===== src/rtl/debounce_pkg.sv =====
// Shared types and defaults for the debounce_pulse block.
// Holds the filter FSM state encoding and the default qualification length.
package debounce_pkg;

  localparam int unsigned STABLE_CNT_DEF = 4;

  typedef enum logic [1:0] {
    STABLE_LO = 2'd0,
    WAIT_HI   = 2'd1,
    STABLE_HI = 2'd2,
    WAIT_LO   = 2'd3
  } state_e;

endpackage


===== src/rtl/debounce_pulse_if.sv =====
// Button-side bus of debounce_pulse: raw level and enable in; filtered level,
// edge strobes and qualification status out.
interface debounce_pulse_if;

  logic btn_in;
  logic en;
  logic d_out;
  logic rise_pulse;
  logic fall_pulse;
  logic busy;

  modport master (
    output btn_in, en,
    input  d_out, rise_pulse, fall_pulse, busy
  );

  modport slave (
    input  btn_in, en,
    output d_out, rise_pulse, fall_pulse, busy
  );

endinterface


===== src/rtl/sync_2ff.sv =====
// Two-flop synchronizer bringing an asynchronous level into the clk domain.
module sync_2ff (
  input  logic clk,
  input  logic rstn,
  input  logic i_async,
  output logic o_sync
);

  logic r_meta;
  logic r_sync;

  // NOTE: clocked state uses <= so every flop samples pre-edge values.
  always_ff @(posedge clk or negedge rstn) begin
    if (!rstn) begin
      r_meta <= 1'b0;
      r_sync <= 1'b0;
    end else begin
      r_meta <= i_async;
      r_sync <= r_meta;
    end
  end

  assign o_sync = r_sync;

endmodule


===== src/rtl/debounce_pulse.sv =====
// Button debouncer: a new synchronized level must persist for STABLE_CNT cycles
// before d_out follows it, with a one-cycle registered strobe per accepted edge.
module debounce_pulse
  import debounce_pkg::*;
#(
  parameter int unsigned STABLE_CNT = STABLE_CNT_DEF,
  parameter int unsigned CNT_W      = $clog2(STABLE_CNT + 1)
) (
  input  logic          clk,
  input  logic          rstn,
  debounce_pulse_if.slave bus
);

  localparam logic [CNT_W-1:0] C_LAST = CNT_W'(STABLE_CNT - 1);
  localparam bit               C_ONE  = (STABLE_CNT == 1);

  logic             w_sync_q;
  state_e           r_state, w_state_nxt;
  logic [CNT_W-1:0] r_cnt, w_cnt_nxt;
  logic             r_d_out, w_d_nxt;
  logic             r_rise, w_rise_nxt;
  logic             r_fall, w_fall_nxt;

  sync_2ff u_sync (
    .clk     (clk),
    .rstn    (rstn),
    .i_async (bus.btn_in),
    .o_sync  (w_sync_q)
  );

  always_ff @(posedge clk or negedge rstn) begin
    if (!rstn) begin
      r_state <= STABLE_LO;
      r_cnt   <= '0;
      r_d_out <= 1'b0;
      r_rise  <= 1'b0;
      r_fall  <= 1'b0;
    end else begin
      r_state <= w_state_nxt;
      r_cnt   <= w_cnt_nxt;
      r_d_out <= w_d_nxt;
      r_rise  <= w_rise_nxt;
      r_fall  <= w_fall_nxt;
    end
  end

  // NOTE: every output of this block is defaulted first so no path infers a latch.
  always_comb begin
    w_state_nxt = r_state;
    w_cnt_nxt   = r_cnt;
    w_d_nxt     = r_d_out;
    w_rise_nxt  = 1'b0;
    w_fall_nxt  = 1'b0;

    if (!bus.en) begin
      // Disabled: park in the stable state matching the held output level.
      w_state_nxt = r_d_out ? STABLE_HI : STABLE_LO;
      w_cnt_nxt   = '0;
    end else begin
      case (r_state)
        STABLE_LO: begin
          w_cnt_nxt = '0;
          if (w_sync_q) begin
            if (C_ONE) begin
              w_state_nxt = STABLE_HI;
              w_d_nxt     = 1'b1;
              w_rise_nxt  = 1'b1;
            end else begin
              w_state_nxt = WAIT_HI;
              w_cnt_nxt   = CNT_W'(1);
            end
          end
        end
        WAIT_HI: begin
          if (!w_sync_q) begin
            w_state_nxt = STABLE_LO;
            w_cnt_nxt   = '0;
          end else if (r_cnt == C_LAST) begin
            w_state_nxt = STABLE_HI;
            w_cnt_nxt   = '0;
            w_d_nxt     = 1'b1;
            w_rise_nxt  = 1'b1;
          end else begin
            w_cnt_nxt = r_cnt + CNT_W'(1);
          end
        end
        STABLE_HI: begin
          w_cnt_nxt = '0;
          if (!w_sync_q) begin
            if (C_ONE) begin
              w_state_nxt = STABLE_LO;
              w_d_nxt     = 1'b0;
              w_fall_nxt  = 1'b1;
            end else begin
              w_state_nxt = WAIT_LO;
              w_cnt_nxt   = CNT_W'(1);
            end
          end
        end
        WAIT_LO: begin
          if (w_sync_q) begin
            w_state_nxt = STABLE_HI;
            w_cnt_nxt   = '0;
          end else if (r_cnt == C_LAST) begin
            w_state_nxt = STABLE_LO;
            w_cnt_nxt   = '0;
            w_d_nxt     = 1'b0;
            w_fall_nxt  = 1'b1;
          end else begin
            w_cnt_nxt = r_cnt + CNT_W'(1);
          end
        end
        default: begin
          w_state_nxt = STABLE_LO;
          w_cnt_nxt   = '0;
        end
      endcase
    end
  end

  assign bus.d_out      = r_d_out;
  assign bus.rise_pulse = r_rise;
  assign bus.fall_pulse = r_fall;
  assign bus.busy       = (r_state == WAIT_HI) || (r_state == WAIT_LO);

endmodule


===== src/flat_wrapper.sv =====
// flat-port wrapper written by rule: the top's interface ports become plain ports
module debounce_pulse_flat import debounce_pkg::*;
#(
  parameter int unsigned STABLE_CNT = STABLE_CNT_DEF,
  parameter int unsigned CNT_W      = $clog2(STABLE_CNT + 1)
)
  (clk, rstn, bus_btn_in, bus_en, bus_d_out, bus_rise_pulse, bus_fall_pulse, bus_busy);
  debounce_pulse_if bus_i ();
  input  logic clk;
  input  logic rstn;
  input wire logic [$bits(bus_i.btn_in)-1:0] bus_btn_in;
  input wire logic [$bits(bus_i.en)-1:0] bus_en;
  output wire logic [$bits(bus_i.d_out)-1:0] bus_d_out;
  output wire logic [$bits(bus_i.rise_pulse)-1:0] bus_rise_pulse;
  output wire logic [$bits(bus_i.fall_pulse)-1:0] bus_fall_pulse;
  output wire logic [$bits(bus_i.busy)-1:0] bus_busy;
  assign bus_i.btn_in = bus_btn_in;
  assign bus_i.en = bus_en;
  assign bus_d_out = bus_i.d_out;
  assign bus_rise_pulse = bus_i.rise_pulse;
  assign bus_fall_pulse = bus_i.fall_pulse;
  assign bus_busy = bus_i.busy;
  debounce_pulse #(.STABLE_CNT(STABLE_CNT), .CNT_W(CNT_W)) u_core (.clk(clk), .rstn(rstn), .bus(bus_i));
endmodule

===== config.mk =====
export PLATFORM = sky130hd
export DESIGN_NAME = debounce_pulse_flat
export DESIGN_NICKNAME = d
export VERILOG_FILES = /design/src/rtl/debounce_pkg.sv /design/src/rtl/debounce_pulse_if.sv /design/src/rtl/sync_2ff.sv /design/src/rtl/debounce_pulse.sv /design/src/flat_wrapper.sv
export SDC_FILE = /design/constraint.sdc
export NUM_CORES = 1
export LEC_CHECK = 0
export CORE_AREA = 3 3 40 42
export DETAILED_ROUTE_END_ITERATION = 16
export DIE_AREA = 0 0 43 45
export PLACE_DENSITY = 0.6
export SYNTH_ARGS = -nofsm -noshare
export SYNTH_HDL_FRONTEND = slang
export SYNTH_SLANG_ARGS = --single-unit

===== constraint.sdc =====
create_clock -name clk -period 1.3 [get_ports clk]
set_input_delay 0.195 -clock clk [delete_from_list [all_inputs] [get_ports clk]]
set_output_delay 0.195 -clock clk [all_outputs]
set_load 0.02 [all_outputs]

==> flow_summary.rst <==
.. list-table::
   :header-rows: 1

   * - Metric
     - Value
   * - YS warnings
     - 0
   * - Cell taking the most area after synthesis
     - dfrtp_1
   * - Final GP Congestion
     - 0.678
   * - Final setup violating endpoints
     - 0
   * - Remaining max-slew budget at the tightest pin
     - 71.2%
   * - Post-synthesis instance area
     - just under 400 um2
   * - Filler instances
     - 121
   * - DR top layer
     - met3
   * - Top library cells by usage in the layout, fill and taps aside
     - dfrtp_1 (10), dlygate4sd2_1 (4)
   * - Vias per cell
     - between 4 and 5
   * - Met1 WL
     - 236 um
   * - DR DRC count
     - 0
   * - Number of nets in the layout
     - 48
   * - Initial antenna violation count
     - 0
   * - Worst Setup End Kind
     - flip-flop
   * - Worst skew pair latency
     - 260 ps
   * - Share of the synthesized area in the top cell type
     - 64.9%
   * - CTS Root Buffer Type
     - clkbuf_4
   * - DIE WIDTH
     - 43 um
   * - Critical Path RT
     - roughly 1500 ps
   * - Max FO, Critical Path
     - 4
   * - Launching point of the worst reg2reg path
     - u_core.r_cnt[0]
   * - Post-route clock period utilization
     - 94.6%
   * - Post-synthesis net count
     - 36
   * - Final WL
     - about 620 um
   * - Number of I/O pins
     - 8
   * - Highest attainable clock frequency
     - between 0.8 and 0.9 GHz
   * - Largest cells by area after synthesis
     - dfrtp_1 (65%), a21oi_1 (3.9%), nor3b_1 (3.9%)
   * - Wire length of the first global-routing pass
     - 1100 um
   * - Overall track demand over capacity in global routing
     - 8.09%
   * - Startpoint type of the worst setup path
     - flip-flop
   * - Maximum capacitance violations
     - 0
   * - Setup total negative slack
     - 0 ps
   * - Post-CTS Setup Repair Bufs
     - 0
   * - Worst-case clock buffer depth
     - 2
   * - Clock tree from TritonCTS
     - done
   * - WL met2
     - approximately 340 um
   * - Kind of critical path
     - flip-flop to flip-flop
   * - Via count of the first global-routing pass
     - around 270
   * - Final Hold Vio Count
     - 0
   * - Antenna Violating Nets Remaining
     - 0
   * - Violation count after the first detailed-routing iteration
     - 4
   * - Number of vias after detailed routing
     - 264
   * - Average size of a mapped cell
     - 12.4 um2
   * - Port buffer count
     - 7
   * - Standard cell core area
     - between 1000 and 1500 um2
   * - Flip-flop and latch count after synthesis
     - 10
   * - Worst reg2reg setup slack
     - just over 70 ps
   * - Gate count after technology mapping
     - 31
   * - Die height
     - 45 um
   * - Most common library cell in the layout ignoring fill and taps
     - dfrtp_1
   * - Worst hold path type
     - input port to async pin
   * - Min cycle time layout
     - 1230 ps
   * - Part of the Yosys area used for sequential elements
     - 64.9%
   * - Clk slew on worst S/H paths
     - 70 ps
   * - Signed area change from the synthesized netlist to the final layout
     - 32.5%
   * - Arrival time at the worst endpoint
     - between 1000 and 1500 ps
   * - Pin count of the biggest net entering global routing
     - 11
   * - First drt pass iteration count
     - 4
   * - Count of cells along the worst register-to-register path
     - 4
   * - Routed length per instance
     - 10.8 um
   * - Final Core Density
     - about 40%
   * - Status
     - finished clean
   * - Worst clock skew on the final layout
     - 0.739 ps
   * - Leakage Power
     - 0.241 nW
   * - Total number of H-tree levels
     - 1
   * - Row count
     - 13
   * - RSZ-0062 raised after global routing
     - no
   * - Count of inserted antenna diode cells
     - 0
   * - Remaining global-route overflow
     - 0
   * - Power per Cell Area
     - 1270 nW/um2
   * - Dpl hpwl
     - 469 um
   * - Transition time at the pin with the least slew margin
     - 430 ps
   * - Pins Over Slew Limit
     - 0
   * - Fraction of final layout cells sized beyond drive strength 1
     - 16.7%
   * - Number of sinks on the clock net
     - 10
   * - Initial Utilization
     - 30.0%
   * - Synth unique cells
     - 16
   * - CTS Buf Count
     - 3
   * - Max rail drop VDD
     - 0.543 mV
   * - Die area
     - 1940 um2
   * - Met3 Routed Length
     - 42 um
metrics by stage:
stage | hold WS, ps | power, mW | std cells | instance area (um2) | setup slack, ps
after floorplan | -101 | 0.356 | 31 | 385 | 183
after global placement | 339 | 0.382 | 53 | 478 | 79.3
after detailed placement | 348 | 0.384 | 53 | 478 | 67.9
after CTS | 251 | 0.659 | 57 | 509 | 62.1
after global routing | 271 | 0.685 | 57 | 510 | 13.0
final | 240 | 0.648 | 57 | 510 | 70.8
routing by layer:
layer  up-vias  track usage (%)
li1        130                -
met1       125             7.75
met2         9             12.9
met3         0             3.98
met4         0             7.23
met5         -                0
cell type report:
type | count | area (um2) | area share, %
sequential | 10 | 250 | 49.0
multi-input combinational | 19 | 129 | 25.2
timing repair buffer | 8 | 72.6 | 14.2
clock buffer | 4 | 36.3 | 7.11
tap | 15 | 18.8 | 3.68
inverter | 1 | 3.75 | 0.735
synth_stat cells (all sizes together):
| cell | count |
|---|---|
| a21oi | 3 |
| a31oi | 1 |
| and3b | 1 |
| clkbuf | 1 |
| dfrtp | 10 |
| ha | 1 |
| inv | 1 |
| mux2i | 1 |
| nand2 | 1 |
| nand3 | 1 |
| nand4b | 1 |
| nor2 | 3 |
| nor3b | 3 |
| o21ai | 2 |
| xor2 | 1 |
flip-flops by register name, indices dropped and copies added, names as in the netlist, named ones only:
name,count
u_core.bus.d_out,1
u_core.bus.fall_pulse,1
u_core.bus.rise_pulse,1
u_core.r_cnt,3
u_core.r_state,1
u_core.u_sync.o_sync,1
u_core.u_sync.r_meta,1
logic make-up (layout without fill, tap and decap cells):
| kind of cell | Yosys count | in the layout | share of synthesized area (%) |
|---|---|---|---|
| adders and majority gates | 1 | 1 | 3.25 |
| xor gates and xnor gates | 1 | 1 | 2.27 |
| AOI/OAI and AO/OA | 6 | 6 | 8.12 |
| buffers and inverters | 2 | 13 | 1.95 |
| and+or+nand+nor | 10 | 10 | 16.9 |
| muxes | 1 | 1 | 2.60 |
| DFF | 10 | 10 | 64.9 |
critical path, stage by stage (launching register included):
cell     delay (ps)
dfrtp_1         380
ha_1            250
and3b_2         250
mux2i_1         120
a21oi_1         160
power by group:
group	switching (mW)	internal (mW)	total (mW)
combinational	0.0218	0.0206	0.0424
sequential	0.0103	0.322	0.333
clock	0.103	0.170	0.273
how the worst max path moves through the flow:
stage,start,endpoint,depth (start not counted)
2_1_floorplan,u_core.r_cnt[0],u_core.bus.d_out,4
3_3_place_gp,bus_en,u_core.bus.d_out,4
3_5_place_dp,bus_en,u_core.bus.d_out,4
4_1_cts,u_core.r_cnt[0],flip-flop,4
5_1_grt,u_core.r_cnt[0],flip-flop,4
6_report,u_core.r_cnt[0],flip-flop,4
timing repair:
item                                    CTS  global route
hold endpoints to repair                  0             0
gates resized for setup                   4             1
hold buffers                              0             0
cloned                                    0             0
pin swaps                                 0             0
endpoints found under the setup margin    4             1
Power figures use the tool's default switching activity.
